===== config.mk =====
export PLATFORM = sky130hd
export DESIGN_NAME = ram_arb
export DESIGN_NICKNAME = d
export VERILOG_FILES = /design/src/rtl/ram_arb_pkg.sv /design/src/rtl/ram_arb_rr_pick.sv /design/src/rtl/ram_arb.sv
export SDC_FILE = /design/constraint.sdc
export NUM_CORES = 1
export LEC_CHECK = 0
export CORE_AREA = 3 3 368 370
export CTS_BUF_LIST = sky130_fd_sc_hd__clkbuf_2 sky130_fd_sc_hd__clkbuf_4 sky130_fd_sc_hd__clkbuf_8
export DETAILED_ROUTE_END_ITERATION = 6
export DIE_AREA = 0 0 371 373
export GPL_ROUTABILITY_DRIVEN = 0
export SLEW_MARGIN = 10
export SYNTH_ARGS = -nofsm -noshare
export SYNTH_HDL_FRONTEND = slang
export SYNTH_SLANG_ARGS = --single-unit

===== constraint.sdc =====
create_clock -name clk -period 21.5 [get_ports clk]
set_clock_uncertainty 0.1 [all_clocks]
set_input_delay 5.375 -clock clk [delete_from_list [all_inputs] [get_ports clk]]
set_output_delay 5.375 -clock clk [all_outputs]
set_load 0.01 [all_outputs]

===== src/rtl/ram_arb_pkg.sv =====
// Shared constants for the RAM arbiter: default parameters, FSM encoding and
// an index-width helper used by the top and the priority picker.
package ram_arb_pkg;

  localparam int unsigned RA_NUM_PORT       = 4;
  localparam int unsigned RA_SRAM_WIDTH     = 128;
  localparam int unsigned RA_SRAM_DEPTH_BIT = 6;

  // Two-state arbiter FSM encoding
  localparam logic [0:0] ST_IDLE  = 1'b0;
  localparam logic [0:0] ST_BURST = 1'b1;

  // Port-index width; never below one bit so single-port builds still elaborate
  function automatic int unsigned idx_width(input int unsigned n);
    return (n > 1) ? $clog2(n) : 1;
  endfunction

endpackage


===== src/rtl/ram_arb_rr_pick.sv =====
// Cyclic priority picker: selects the first asserted request at or after ptr,
// wrapping around the port vector.
//   req   : request vector, one bit per port
//   ptr   : search start position
//   grant : one-hot winner (all zero when no request)
//   idx   : binary index of the winner (zero when no request)
module rr_pick
  import ram_arb_pkg::*;
#(
  parameter int unsigned N  = RA_NUM_PORT,
  parameter int unsigned IW = idx_width(N)
) (
  input  logic [N-1:0]  req,
  input  logic [IW-1:0] ptr,
  output logic [N-1:0]  grant,
  output logic [IW-1:0] idx
);

  int unsigned pos;
  logic        found;

  // Walk offsets 0..N-1 from ptr; the first hit wins
  always_comb begin
    grant = '0;
    idx   = '0;
    found = 1'b0;
    pos   = 0;
    for (int unsigned k = 0; k < N; k++) begin
      pos = 32'(ptr) + k;
      if (pos >= N) pos = pos - N;
      if (!found && req[IW'(pos)]) begin
        found             = 1'b1;
        grant[IW'(pos)]   = 1'b1;
        idx               = IW'(pos);
      end
    end
  end

endmodule


===== src/rtl/ram_arb.sv =====
// Burst-aware round-robin arbiter sharing one single-port RAM bank among
// NUM_PORT requesters.
//   clk, rst_n      : clock, synchronous active-low reset
//   req_vld/wr/last : per-port beat valid, direction (1=write), burst end
//   req_addr/wdata  : packed per-port address and write data (port i = slice i)
//   req_rdy         : one-hot grant, combinational from registered state
//   rd_vld/id/data  : read return, one cycle after the accepted read
//   ram_*           : RAM strobes, addresses and data
module ram_arb
  import ram_arb_pkg::*;
#(
  parameter int unsigned NUM_PORT       = RA_NUM_PORT,
  parameter int unsigned SRAM_WIDTH     = RA_SRAM_WIDTH,
  parameter int unsigned SRAM_DEPTH_BIT = RA_SRAM_DEPTH_BIT,
  localparam int unsigned IW            = idx_width(NUM_PORT)
) (
  input  logic                             clk,
  input  logic                             rst_n,
  input  logic [NUM_PORT-1:0]              req_vld,
  input  logic [NUM_PORT-1:0]              req_wr,
  input  logic [NUM_PORT-1:0]              req_last,
  input  logic [NUM_PORT*SRAM_DEPTH_BIT-1:0] req_addr,
  input  logic [NUM_PORT*SRAM_WIDTH-1:0]   req_wdata,
  output logic [NUM_PORT-1:0]              req_rdy,
  output logic                             rd_vld,
  output logic [IW-1:0]                    rd_id,
  output logic [SRAM_WIDTH-1:0]            rd_data,
  output logic                             ram_read_en,
  output logic                             ram_write_en,
  output logic [SRAM_DEPTH_BIT-1:0]        ram_addr_r,
  output logic [SRAM_DEPTH_BIT-1:0]        ram_addr_w,
  output logic [SRAM_WIDTH-1:0]            ram_data_in,
  input  logic [SRAM_WIDTH-1:0]            ram_data_out
);

  localparam int unsigned AW = SRAM_DEPTH_BIT;
  localparam int unsigned DW = SRAM_WIDTH;

  logic [0:0]          state_q, state_d;
  logic [IW-1:0]       owner_q, owner_d;
  logic [IW-1:0]       ptr_q,   ptr_d;
  logic                rd_vld_q;
  logic [IW-1:0]       rd_id_q;

  logic [NUM_PORT-1:0] pick_oh;
  logic [IW-1:0]       pick_idx;
  logic [NUM_PORT-1:0] gnt_oh;
  logic [IW-1:0]       gnt_idx;
  logic                accept;
  logic                acc_wr;
  logic                acc_last;
  logic [AW-1:0]       sel_addr;
  logic [DW-1:0]       sel_wdata;

  rr_pick #(
    .N  (NUM_PORT),
    .IW (IW)
  ) u_pick (
    .req   (req_vld),
    .ptr   (ptr_q),
    .grant (pick_oh),
    .idx   (pick_idx)
  );

  // Grant: owner is locked in during a burst, otherwise the cyclic pick
  always_comb begin
    gnt_oh  = '0;
    gnt_idx = '0;
    if (rst_n) begin
      if (state_q == ST_BURST) begin
        gnt_oh[owner_q] = 1'b1;
        gnt_idx         = owner_q;
      end else begin
        gnt_oh  = pick_oh;
        gnt_idx = pick_idx;
      end
    end
  end

  // Mux the granted port's beat fields
  always_comb begin
    sel_addr  = '0;
    sel_wdata = '0;
    acc_wr    = 1'b0;
    acc_last  = 1'b0;
    for (int unsigned i = 0; i < NUM_PORT; i++) begin
      if (gnt_idx == IW'(i)) begin
        sel_addr  = req_addr[i*AW +: AW];
        sel_wdata = req_wdata[i*DW +: DW];
        acc_wr    = req_wr[i];
        acc_last  = req_last[i];
      end
    end
  end

  assign accept = |(req_vld & gnt_oh);

  // Next-state: open a burst on a non-last beat, close it and advance the
  // pointer past the granted port on any last beat
  always_comb begin
    state_d = state_q;
    owner_d = owner_q;
    ptr_d   = ptr_q;
    if (accept) begin
      if (acc_last) begin
        state_d = ST_IDLE;
        ptr_d   = (gnt_idx == IW'(NUM_PORT - 1)) ? '0 : gnt_idx + IW'(1);
      end else begin
        state_d = ST_BURST;
        owner_d = gnt_idx;
      end
    end
  end

  // State register; reset abandons any burst and drops the pending return
  always_ff @(posedge clk) begin
    if (!rst_n) begin
      state_q  <= ST_IDLE;
      owner_q  <= '0;
      ptr_q    <= '0;
      rd_vld_q <= 1'b0;
      rd_id_q  <= '0;
    end else begin
      state_q  <= state_d;
      owner_q  <= owner_d;
      ptr_q    <= ptr_d;
      rd_vld_q <= accept & ~acc_wr;
      if (accept & ~acc_wr) rd_id_q <= gnt_idx;
    end
  end

  assign req_rdy      = gnt_oh;
  assign ram_write_en = accept & acc_wr;
  assign ram_read_en  = accept & ~acc_wr;
  assign ram_addr_w   = sel_addr;
  assign ram_addr_r   = sel_addr;
  assign ram_data_in  = sel_wdata;
  assign rd_vld       = rd_vld_q;
  assign rd_id        = rd_id_q;
  // RAM output is already aligned with rd_vld (one-cycle read latency)
  assign rd_data      = ram_data_out;

endmodule


==> impl_metrics.yaml <==
run_status:
  status: "completed"
hold_path:
  holdCritPathClass: "register to register"
  worstHoldStart: "rd_id[1]$_SDFFE_PN0P_"
synth:
  synth.distinct_cells: 50
  synth_edf_count: 0
  synthesis.area_mm2: 0.00593
  syn_area_per_cell_um2: 5.70
  synth_cells: 1041
  ys.flop_type: "dfxtp_1"
  yosysWarningCount: 0
  synth-seq-cells: 8
  ys_seq_area_share_pct: 2.70
  syn_nets: 1731
  async_reset_ff_share_pct: 0
sta:
  min_period_ns: 17.36
  max_slew.worst_pin.slew_ns: 1.07
  rsz0062_at_grt: "false"
  slew_headroom_pct: 28.0
  post-route-period-util_pct: 80.7
  slew_viol_final: 0
  fin_hold_ws_ns: 0.376
  finalHoldViolCount: 0
  timing.fmax_mhz: 57.6
  setup_tns_ns: 0
  setup_violations: 0
power:
  combPwrFrac_pct: 97.4
  vdd_drop_max_v: 0.000118
  power.leakage_nw: 4.39
  power.density_mw_per_mm2: 135
  power.internal_mw: 0.779
  p_seq_share_pct: 1.7
  p_total_mw: 1.89
  p_clk_share_pct: 1.0
  switching_share_pct: 58.9
  switching_power_mw: 1.11
run:
  drv_cap: 0
setup_path:
  start_kind: "input pin"
  critPathLaunch: "req_vld[2]"
  crit_path_max_incr_delay_ns: 0.86
  crit_chain: "clkdlybuf4s50_1 -> mux4_2 -> or2_1 -> o311ai_0 -> o2111ai_2 -> inv_1 -> ha_4 -> buf_12 -> buf_4 -> a21oi_1 -> o21ai_0 -> clkdlybuf4s50_1"
  crit-reg2reg-capture: "ptr_q[1]$_SDFFE_PN0P_"
  cp.arrival_ns: 11.88
  r2r-start: "ptr_q[0]$_SDFFE_PN0P_"
  endpoint: "ram_data_in[63]"
  path_max_fanout: 146
  cpMostUsedCell: "clkdlybuf4s50_1"
  ff2ff_path_depth: 17
  worst-setup-path-type: "input pin to output pin"
  critPathRequiredTime_ns: 16.02
  crit_family: "buffers and inverters"
  crit_cells: 12
  r2r_slack_ns: 15.17
  endpoint_kind: "output pin"
  cp.buffers_inverters: 5
  cp_slowest_cell: "o21ai_0"
floorplan:
  die_y_um: 373
  fp.dieW_um: 371
  ioPinCount: 955
  die_area_mm2: 0.138
  std_cell_rows: 134
  core_mm2: 0.133
  initial_core_util_pct: 4.46
detailed_routing:
  first_pass_iters: 5
  first_iter_violations: 1150
  drc: 0
  final_antenna_net_count: 0
  totalWireLength_mm: 101
  avgViaCountPerCell: 3.22
  vias: 10666
  wl_per_cell_um: 30.4
clock_network:
  clockBufferDepth: 2
  post_cts_resized: 0
  cts_root_buf: "clkbuf_8"
  clkTransAtPathRegs_ns: 0.04
  cts_tree: "built"
  cts_setup_buffers: 0
  h-tree-depth: 1
  clk-insertion-delay-late_ns: 0.23
  clock_sinks: 8
  cts_hold_repair.buffers: 0
  cts-buffers-inserted: 3
finish:
  area_delta_synth_final_pct: 136
  final_util_pct: 10.5
  final_layout_size_suffix_gt1_share_pct: 2.04
  design_area_mm2: 0.0140
  nets: 2208
placed_design:
  hpwl_mm: 89.5
  placed_area_mm2: 0.0139
  portBuffers: 698
global_route:
  grt_pass1_vias: 9971
  grt_overflow_total: 0
  grt_first_pass_wirelength_mm: 122
  antenna_found_initial: 130
  grt_use_total_pct: 13.7
  grt_max_degree: 181
[worst min path at each step]
| stage | endpoint | slack [ns] | cells after the start |
|---|---|---|---|
| finish | rd_id[1]$_SDFFE_PN0P_ | 0.38 | 2 |
| global route | rd_id[1]$_SDFFE_PN0P_ | 0.42 | 2 |
| CTS | rd_id[1]$_SDFFE_PN0P_ | 0.37 | 2 |
| detailed placement | rd_id[1]$_SDFFE_PN0P_ | 0.36 | 2 |
| global placement | rd_id[1]$_SDFFE_PN0P_ | 0.35 | 2 |
| floorplan | owner_q[0]$_SDFFE_PN0P_ | 0.38 | 2 |
[Yosys cell counts (all sizes together) (3+ instances only)]
| library cell | count | share of area [%] |
|---|---|---|
| a21oi | 145 | 12 |
| a22oi | 134 | 17 |
| a31oi | 7 | 1.3 |
| and2 | 3 | 0.32 |
| and3 | 3 | 0.32 |
| buf | 155 | 19 |
| clkbuf | 79 | 5.0 |
| dfxtp | 8 | 2.7 |
| ha | 12 | 2.5 |
| inv | 9 | 0.57 |
| mux2i | 9 | 1.5 |
| mux4 | 4 | 1.6 |
| nand2 | 154 | 9.7 |
| nand2b | 4 | 0.42 |
| nand3b | 3 | 0.38 |
| nor2 | 138 | 8.7 |
| nor2b | 6 | 0.76 |
| nor3 | 3 | 0.34 |
| o21ai | 141 | 12 |
[per-layer routing]
metal / global-route usage (%) / wire, um
met4: 2.74 / 2720
met2: 21.2 / 43200
met1: 15.9 / 39400
met5: 0 / 342
met3: 8.80 / 15100
[flip-flops by register name, summed over array words and instances, names as in the netlist]
signal,cells
owner_q,2
ptr_q,2
rd_id,2
rd_vld,1
state_q,1
[power groups by stage]
stage               logic, mW  registers (mW)  clock network [mW]
floorplan               0.774          0.0260                   0
global placement         1.86          0.0308                   0
detailed placement       1.87          0.0314                   0
CTS                      1.88          0.0315              0.0186
global route             2.01          0.0329              0.0192
finish                   1.84          0.0320              0.0180
[kinds of logic after synthesis]
logic type               count (synthesis)  share of synthesized area [%]
flip-flops                               8                           2.70
adder cells (fa/ha/maj)                 12                           2.53
buffers and inverters                  243                           24.1
multiplexers                            13                           3.10
AO/OA/AOI/OAI                          445                           45.6
AND/OR/NAND/NOR                        320                           21.9
[area by class of cell]
class,instances,area (um2)
Sequential cell,8,160
Timing Repair Buffer,706,7080
Inverter,9,33.8
Multi-Input combinational cell,790,4390
Fill cell,15373,119000
Tap cell,1768,2210
Clock buffer,3,41.3
Antenna cell,30,75.1
[worst min-delay path: stages, from the launching register on]
cell     delay [ns]
dfxtp_1        0.32
nand2_1        0.06
mux2i_1        0.05
[cell usage in the layout, fill, tap and decap left out, types with 2 or more instances in the layout]
cell and instances:
clkdlybuf4s50_1 698, nand2_1 154, a21oi_1 145, o21ai_0 140, nor2_1 138, a22oi_1 134
diode_2 30, inv_1 9, mux2i_1 9, ha_1 9, dfxtp_1 8, buf_4 5
nand2b_1 4, a31oi_1 4, nor2b_1 4, mux4_2 3, nand3b_1 3, and3_1 3
and2_1 3, ha_4 3, clkbuf_8 3, buf_12 3, nor2b_4 2, a221oi_1 2
nor3_1 2, a21o_1 2, a31oi_4 2, o22ai_1 2
[per-stage QoR]
stage,instances,setup slack [ns]
floorplan,1041,7.02
global placement,3281,4.31
detailed placement,3281,4.33
CTS,3284,4.31
global route,3292,3.87
finish,3314,4.14
No activity file was read; power rests on OpenSTA's default activity.
